==> src/rtl/ysyx_22041207_pipe_ctrl.sv <==
`default_nettype none
// +----------------------------------------------------------------------------+
// | Module   : ysyx_22041207_pipe_ctrl                                         |
// | Purpose  : pipeline hazard controller (load-use stall, memory wait,        |
// |            EX redirect flush); optional perf counters via                  |
// |            PIPE_CTRL_PERF_EN                                               |
// | Revision : 1.0                                                             |
// +----------------------------------------------------------------------------+
module ysyx_22041207_pipe_ctrl #(
  parameter int FLUSH_CYCLES   = 1,
  parameter int LOADUSE_CYCLES = 1
) (
  input  logic        clk,
  input  logic        rst_n,
  input  logic [4:0]  id_rs1addr,
  input  logic [4:0]  id_rs2addr,
  input  logic        id_use_rs1,
  input  logic        id_use_rs2,
  input  logic [4:0]  idex_rwaddr,
  input  logic        idex_writeRD,
  input  logic        idex_memRead,
  input  logic        ex_redirect,
  input  logic        mem_busy,
  output logic        pc_stall,
  output logic        pc_load,
  output logic        ifid_bubble,
  output logic        ifid_flush,
  output logic        idex_bubble,
  output logic        idex_flush,
`ifdef PIPE_CTRL_PERF_EN
  output logic [31:0] perf_stall_cyc,
  output logic [31:0] perf_flush_evt,
  output logic [31:0] perf_ldu_evt,
`endif
  output logic        exmem_bubble
);

  typedef enum logic [1:0] {
    S_RUN     = 2'd0,
    S_LDUSE   = 2'd1,
    S_MEMWAIT = 2'd2,
    S_FLUSH   = 2'd3
  } state_t;

  localparam logic [3:0] c_flush_reload = 4'(FLUSH_CYCLES - 1);
  localparam logic [3:0] c_ldu_reload   = 4'(LOADUSE_CYCLES - 1);

  state_t     r_state, w_state_nxt;
  logic [3:0] r_cnt, w_cnt_nxt;
  logic       r_pend, w_pend_nxt;

  logic w_hazard;
  logic w_do_redir, w_do_hold, w_do_ldu, w_do_flush;

  assign w_hazard = idex_memRead & idex_writeRD & (idex_rwaddr != 5'd0) &
                    ((id_use_rs1 & (id_rs1addr == idex_rwaddr)) |
                     (id_use_rs2 & (id_rs2addr == idex_rwaddr)));

  always_ff @(posedge clk or negedge rst_n) begin
    if (!rst_n) begin
      r_state <= S_RUN;
      r_cnt   <= 4'd0;
      r_pend  <= 1'b0;
    end else begin
      r_state <= w_state_nxt;
      r_cnt   <= w_cnt_nxt;
      r_pend  <= w_pend_nxt;
    end
  end

  always_comb begin
    w_state_nxt = r_state;
    w_cnt_nxt   = r_cnt;
    w_pend_nxt  = r_pend;
    w_do_redir  = 1'b0;
    w_do_hold   = 1'b0;
    w_do_ldu    = 1'b0;
    w_do_flush  = 1'b0;

    case (r_state)
      S_RUN: begin
        if (ex_redirect)   w_do_redir = 1'b1;
        else if (mem_busy) w_do_hold  = 1'b1;
        else if (w_hazard) begin
          w_do_ldu = 1'b1;
          if (LOADUSE_CYCLES > 1) begin
            w_state_nxt = S_LDUSE;
            w_cnt_nxt   = c_ldu_reload;
          end
        end
      end
      S_LDUSE: begin
        if (mem_busy) w_do_hold = 1'b1;
        else begin
          w_do_ldu  = 1'b1;
          w_cnt_nxt = r_cnt - 4'd1;
          if (r_cnt == 4'd1) w_state_nxt = S_RUN;
        end
      end
      S_MEMWAIT: begin
        if (mem_busy)                    w_do_hold   = 1'b1;
        else if (r_pend || ex_redirect)  w_do_redir  = 1'b1;
        else                             w_state_nxt = S_RUN;
      end
      S_FLUSH: begin
        if (ex_redirect) w_do_redir = 1'b1;
        else begin
          w_do_flush = 1'b1;
          w_cnt_nxt  = r_cnt - 4'd1;
          if (r_cnt == 4'd1) w_state_nxt = S_RUN;
        end
      end
      default: w_state_nxt = S_RUN;
    endcase

    // The EX stage keeps the redirecting instruction while memory is busy, so remember it.
    if (w_do_hold) begin
      w_state_nxt = S_MEMWAIT;
      w_pend_nxt  = r_pend | ex_redirect;
    end

    if (w_do_redir) begin
      w_pend_nxt = 1'b0;
      if (FLUSH_CYCLES > 1) begin
        w_state_nxt = S_FLUSH;
        w_cnt_nxt   = c_flush_reload;
      end else begin
        w_state_nxt = S_RUN;
      end
    end
  end

  always_comb begin
    pc_load      = w_do_redir;
    pc_stall     = w_do_hold | w_do_ldu;
    ifid_flush   = w_do_redir | w_do_flush;
    idex_flush   = w_do_redir | w_do_flush | w_do_ldu;
    ifid_bubble  = (w_do_hold | w_do_ldu) & ~ifid_flush;
    idex_bubble  = w_do_hold & ~idex_flush;
    exmem_bubble = w_do_hold;
    if (!rst_n) begin
      pc_load      = 1'b0;
      pc_stall     = 1'b0;
      ifid_bubble  = 1'b0;
      idex_bubble  = 1'b0;
      exmem_bubble = 1'b0;
      ifid_flush   = 1'b1;
      idex_flush   = 1'b1;
    end
  end

`ifdef PIPE_CTRL_PERF_EN
  logic w_ldu_evt;
  assign w_ldu_evt = (r_state == S_RUN) & w_do_ldu;

  always_ff @(posedge clk or negedge rst_n) begin
    if (!rst_n) begin
      perf_stall_cyc <= 32'd0;
      perf_flush_evt <= 32'd0;
      perf_ldu_evt   <= 32'd0;
    end else begin
      if (pc_stall && (perf_stall_cyc != 32'hFFFF_FFFF)) perf_stall_cyc <= perf_stall_cyc + 32'd1;
      if (pc_load && (perf_flush_evt != 32'hFFFF_FFFF))  perf_flush_evt <= perf_flush_evt + 32'd1;
      if (w_ldu_evt && (perf_ldu_evt != 32'hFFFF_FFFF))  perf_ldu_evt   <= perf_ldu_evt + 32'd1;
    end
  end
`endif

endmodule
`default_nettype wire
==> config.mk <==
export PLATFORM = sky130hd
export DESIGN_NAME = ysyx_22041207_pipe_ctrl
export DESIGN_NICKNAME = d
export VERILOG_FILES = /design/src/rtl/ysyx_22041207_pipe_ctrl.sv
export SDC_FILE = /design/constraint.sdc
export NUM_CORES = 1
export LEC_CHECK = 0
export BUFFER_PORTS_ARGS = -buffer_cell sky130_fd_sc_hd__buf_2
export CORE_AREA = 2 2 39 41
export DETAILED_ROUTE_END_ITERATION = 10
export DIE_AREA = 0 0 41 43
export PLACE_DENSITY = 0.64
export SETUP_SLACK_MARGIN = 0.05
export SLEW_MARGIN = 0
export SYNTH_ARGS = -nofsm -noshare
export SYNTH_HDL_FRONTEND = slang
export SYNTH_SLANG_ARGS = --single-unit
==> constraint.sdc <==
create_clock -name clk -period 2 [get_ports clk]
set_input_delay 0.4 -clock clk [delete_from_list [all_inputs] [get_ports clk]]
set_output_delay 0.4 -clock clk [all_outputs]
set_load 0.1 [all_outputs]
# Word-level counts from Yosys, hierarchy flattened
# Index checks and enable logic that the tools add are counted.
[op_classes]
add_sub_neg = 1
n_eq_ne = 12
mux = 34
bitwise_logic = 14
n_reduce_logical = 10
[ops]
columns = ["op", "count"]
rows = [
  ["1-bit 2-to-1 mux", 20],
  ["4-bit != test (second input constant)", 4],
  ["2-bit 2-to-1 mux", 7],
  ["5-bit equality test", 2],
  ["5-bit nonzero test", 2],
  ["4-bit 2-to-1 mux", 2],
  ["4-bit case mux with 2 select lines", 1],
  ["1-bit bitwise AND", 7],
  ["1-bit case mux with 2 select lines", 3],
  ["2-bit case mux with 3 select lines", 1],
  ["1-bit OR", 5],
  ["5-bit AND reduction", 1],
  ["2-bit equality test (second input constant)", 2],
  ["4-bit by 1-bit equality test with 1-bit output (second input constant)", 1],
  ["2-bit != test (second input constant)", 2],
  ["2-bit nonzero test", 2],
  ["2-bit OR reduction", 2],
  ["4-bit by 1-bit subtractor with 4-bit output (second input constant)", 1],
  ["3-bit AND reduction", 1],
  ["2-bit by 1-bit equality test with 1-bit output (second input constant)", 1],
  ["2-bit zero test", 1],
  ["1-bit NOT", 2],
  ["1-bit logical OR", 1],
]
[totals]
register_bits = 7
input_bits = 23
output_inout_bits = 7

# Logic depth before layout (Yosys ltp)
[logic_depth]
word_depth = 12
depth_mapped = 4
depth_no_buf = 4

# Least setup slack after synthesis
# Ideal clock, no wire load.
[synth_timing]
path_kind = "register to output"
startpoint = "register r_state[1]"
endpoint = "output port ifid_bubble"
arrival_time_ns = 3.741
required_ns = 1.600
path_slack_ns = -2.141
path_stages_with_launch = 5
path_buffers = 0
cell_sequence = "dfrtp_1 -> a21oi_1 -> a21oi_1 -> nand2b_1 -> o31ai_1"
[synth_via]
elab_chain_len = 7
[synth_lines]
columns = ["element", "line_no", "rtl"]
rows = [
  ["start: declaration", "48", "state_t r_state, w_state_nxt;"],
  ["start signal: assignment", "65", "r_state <= w_state_nxt;"],
  ["2-bit equality test or 2-bit zero test (tied branches)", "80", "case (r_state)"],
  ["2-bit OR reduction (no source line)", "n/a", ""],
  ["1-bit case mux with 2 select lines", "80", ""],
  ["1-bit OR", "136", "ifid_flush = w_do_redir | w_do_flush;"],
  ["1-bit NOT", "138", "ifid_bubble = (w_do_hold | w_do_ldu) & ~ifid_flush;"],
  ["1-bit bitwise AND *", "138", ""],
  ["1-bit 2-to-1 mux *", "141", "if (!rst_n) begin"],
  ["end: declaration", "26", "output logic ifid_bubble,"],
]
# Mark *: on every way between the ends. The rest lies on a longest branch, timed or not.

# Final worst setup path
[layout_timing]
startpoint = "input port idex_rwaddr[1]"
endpoint = "output port idex_flush"
[layout_via]
elab_chain_len = 10
[layout_lines]
columns = ["element", "line_no", "rtl"]
rows = [
  ["start: declaration", "19", "input logic [4:0] idex_rwaddr,"],
  ["5-bit equality test, on equally long branches", "56, 57", ""],
  ["1-bit bitwise AND, on equally long branches", "56, 57", ""],
  ["1-bit OR", "56", "((id_use_rs1 & (id_rs1addr == idex_rwaddr)) |"],
  ["1-bit bitwise AND *", "55", "assign w_hazard = idex_memRead & idex_writeRD & (idex_rwaddr != 5'd0) &"],
  ["1-bit 2-to-1 mux *", "84", "else if (w_hazard) begin"],
  ["1-bit 2-to-1 mux *", "83", "else if (mem_busy) w_do_hold = 1'b1;"],
  ["1-bit 2-to-1 mux *", "82", "if (ex_redirect) w_do_redir = 1'b1;"],
  ["1-bit case mux with 2 select lines *", "80", ""],
  ["1-bit OR *", "137", "idex_flush = w_do_redir | w_do_flush | w_do_ldu;"],
  ["1-bit 2-to-1 mux *", "141", ""],
  ["end: declaration", "29", "output logic idex_flush,"],
]
# Marks and branches as above.

==> results.cfg <==
[run_status]
status = complete, but fails checks
violations = setup timing

[timing]
timing.hold.ws_ns = 0.498
worst_pin_slew_ns = 0.386
fin_crit_sh_pct = 103
worst_clock_skew_ns = 0.000523
hold_viol_final = 0
grt_setup_unrepaired = true
tns_ns = -0.132
final_max_slew_viol_count = 0
fmax_mhz = 487
final.min_clock_period_ns = 2.05
finalSetupViolations = 3
worst_slack_ns = -0.0517
max_slew_margin_pct = 74.2

[detailed_routing]
routed_via_density = 4.41
drcViolationCount = 0
ant_nets = 0
wl_per_cell_um = 9.84
drtPass1Iterations = 2
routed_wl_um = 836
drt_iter0_markers = 1
vias = 375

[global_route]
antenna_found_initial = 0
gr-total-overflow = 0
grt_pass1_wl_mm = 1.28
grt_pass1_vias = 366
grt_max_degree = 5
grtUsageTotal_pct = 10.8

[setup_path]
critPathCaptureType = output port
path_cells = buf_2 > or4_1 > o21ai_4 > o21bai_2 > buf_12
startpoint_type = input port
arrival_ns = 1.65
worstPathRequired_ns = 1.60
crit_type = in -> out
critPathMaxStageDelay_ns = 0.59
reg2reg_setup_slack_ns = 1.15
cp_slowest_cell = or4_1
cp_max_fo = 3

[logic_synthesis]
synth-edff-count = 0
syn_avg_cell_area_um2 = 8.13
syn-num-nets = 57
synth_top_area_share_pct = 25.3
yosys.cell_types.count = 18
synth_top_cell_by_area = xor2_1
ys_ff_latch = 2
synth.most_common_cell = xor2_1
async_reset_ff_share_pct = 100
synth-main-ff-cell = dfrtp_1
syn_area_um2 = 277
yosysSeqAreaShare_pct = 18.1
netlist_instances = 34
ys_top_cells_by_area = xor2_1, dfrtp_1, xnor2_1
synth_common_cells = xor2_1, a21oi_1, inv_1
yosysWarningCount = 0

[clock_network]
cts_buffer_depth = 2
htreeDepth = 1
clock-root-buffer = clkbuf_4
path_clk_slew_ns = 0.03
cts_buffers = 3
cts_tree = built
clkLatencyLatePin_ns = 0.23
post-cts-setup-buffers = 0
clock_sink_count = 2

[power]
p_leak_uw = 0.000315
vdd_drop_max_mv = 0.148
power.density_nw_per_um2 = 492

[layout]
layout.nets = 94
finalInstanceArea_um2 = 688
regArea_um2 = 50.0
syn_to_final_growth_pct = 149
n_antenna_cell = 0
drive_gt1_share_pct = 63.8
final_util_pct = 49.7
multi_input_area_um2 = 293
fillers = 139

[floorplan]
die_area_um2 = 1760
floorplan.initialDensity_pct = 20.0
die_w_um = 41
pin_count = 30
rows = 14
die_h_um = 43
fp.coreArea_um2 = 1380

[placed_design]
hpwl_um = 708
postPlaceCellArea_um2 = 608
dp_slack_ns = -0.102
port_buffers = 29
gp_congestion = 0.635

[worst_hold_path]
worstHoldPathType = in -> reg

[flow_run]
drv_cap = 0
critical path, delay by kind of cell:
kind                   cells  cell delay, ns
AND/OR/NAND/NOR            1            0.59
AO/OA/AOI/OAI              2            0.36
buffers and inverters      2            0.30
metrics by stage:
step                total power, µW  std cells
global route                    358         85
finish                          339         85
floorplan                       154         34
CTS                             347         85
detailed placement              233         81
global placement                230         81
report_power, final:
part / internal, µW / switching (µW) / leakage (µW)
registers: 44.3 / 3.45 / 0.0000247
clock network: 66.8 / 29.6 / 0.0000138
logic: 79.9 / 115 / 0.000276
total: 191 / 148 / 0.000315
repair_timing:
action | in CTS | in global routing
resized for setup | 8 | 2
endpoints found under the setup margin | 3 | 5
pin swaps | 2 | 0
hold buffers | 1 | 0
endpoints found under the hold margin | 2 | 0
final cells by class:
class / count / share of cell area, %
Tap cell: 16 / 2.91
Inverter: 3 / 1.64
Clock buffer: 3 / 3.27
Multi-Input combinational cell: 29 / 42.5
Sequential cell: 2 / 7.27
Timing Repair Buffer: 32 / 42.4
cell usage in the layout (no fill, tap or decap), types with 2 or more instances in the layout:
cell type / Yosys / layout
a21oi_1: 3 / 3
buf_12: 0 / 7
buf_2: 0 / 20
buf_4: 0 / 2
clkbuf_4: 0 / 3
dfrtp_1: 2 / 2
inv_1: 3 / 3
nor4_2: 1 / 2
o31ai_4: 0 / 2
xnor2_1: 2 / 2
xor2_1: 8 / 8
flip-flops by register name (all words and copies together), names as in the netlist:
signal / count
r_state: 1
r_pend: 1
layer usage:
layer,vias to the layer above,GRT usage (%),part of all wire (%)
met2,23,20.3,57
li1,192,-,-
met5,-,0,0
met3,2,0,8.7
met4,0,8.00,2.0
met1,158,9.87,32
path summary, 6_finish.rpt:
kind / startpoint / to / cells after the start
max: idex_rwaddr[1] / idex_flush / 5
min: mem_busy / r_pend / 3
max reg2reg: r_state[1] / r_state[1] / 2
min reg2reg: r_pend / r_pend / 2
max in group asynchronous: rst_n / r_state[1] / 2
min in group asynchronous: rst_n / r_pend / 2
cell families (layout without fill, tap and decap cells):
| family | count (synthesis) | count (layout) | share of synthesized area [%] |
|---|---|---|---|
| buffers and inverters | 3 | 38 | 4.07 |
| xor gates and xnor gates | 10 | 10 | 31.7 |
| DFF | 2 | 2 | 18.1 |
| AOI/OAI and AO/OA | 10 | 10 | 24.9 |
| and+or+nand+nor | 9 | 9 | 21.3 |
(Power assumes the default switching activity.)
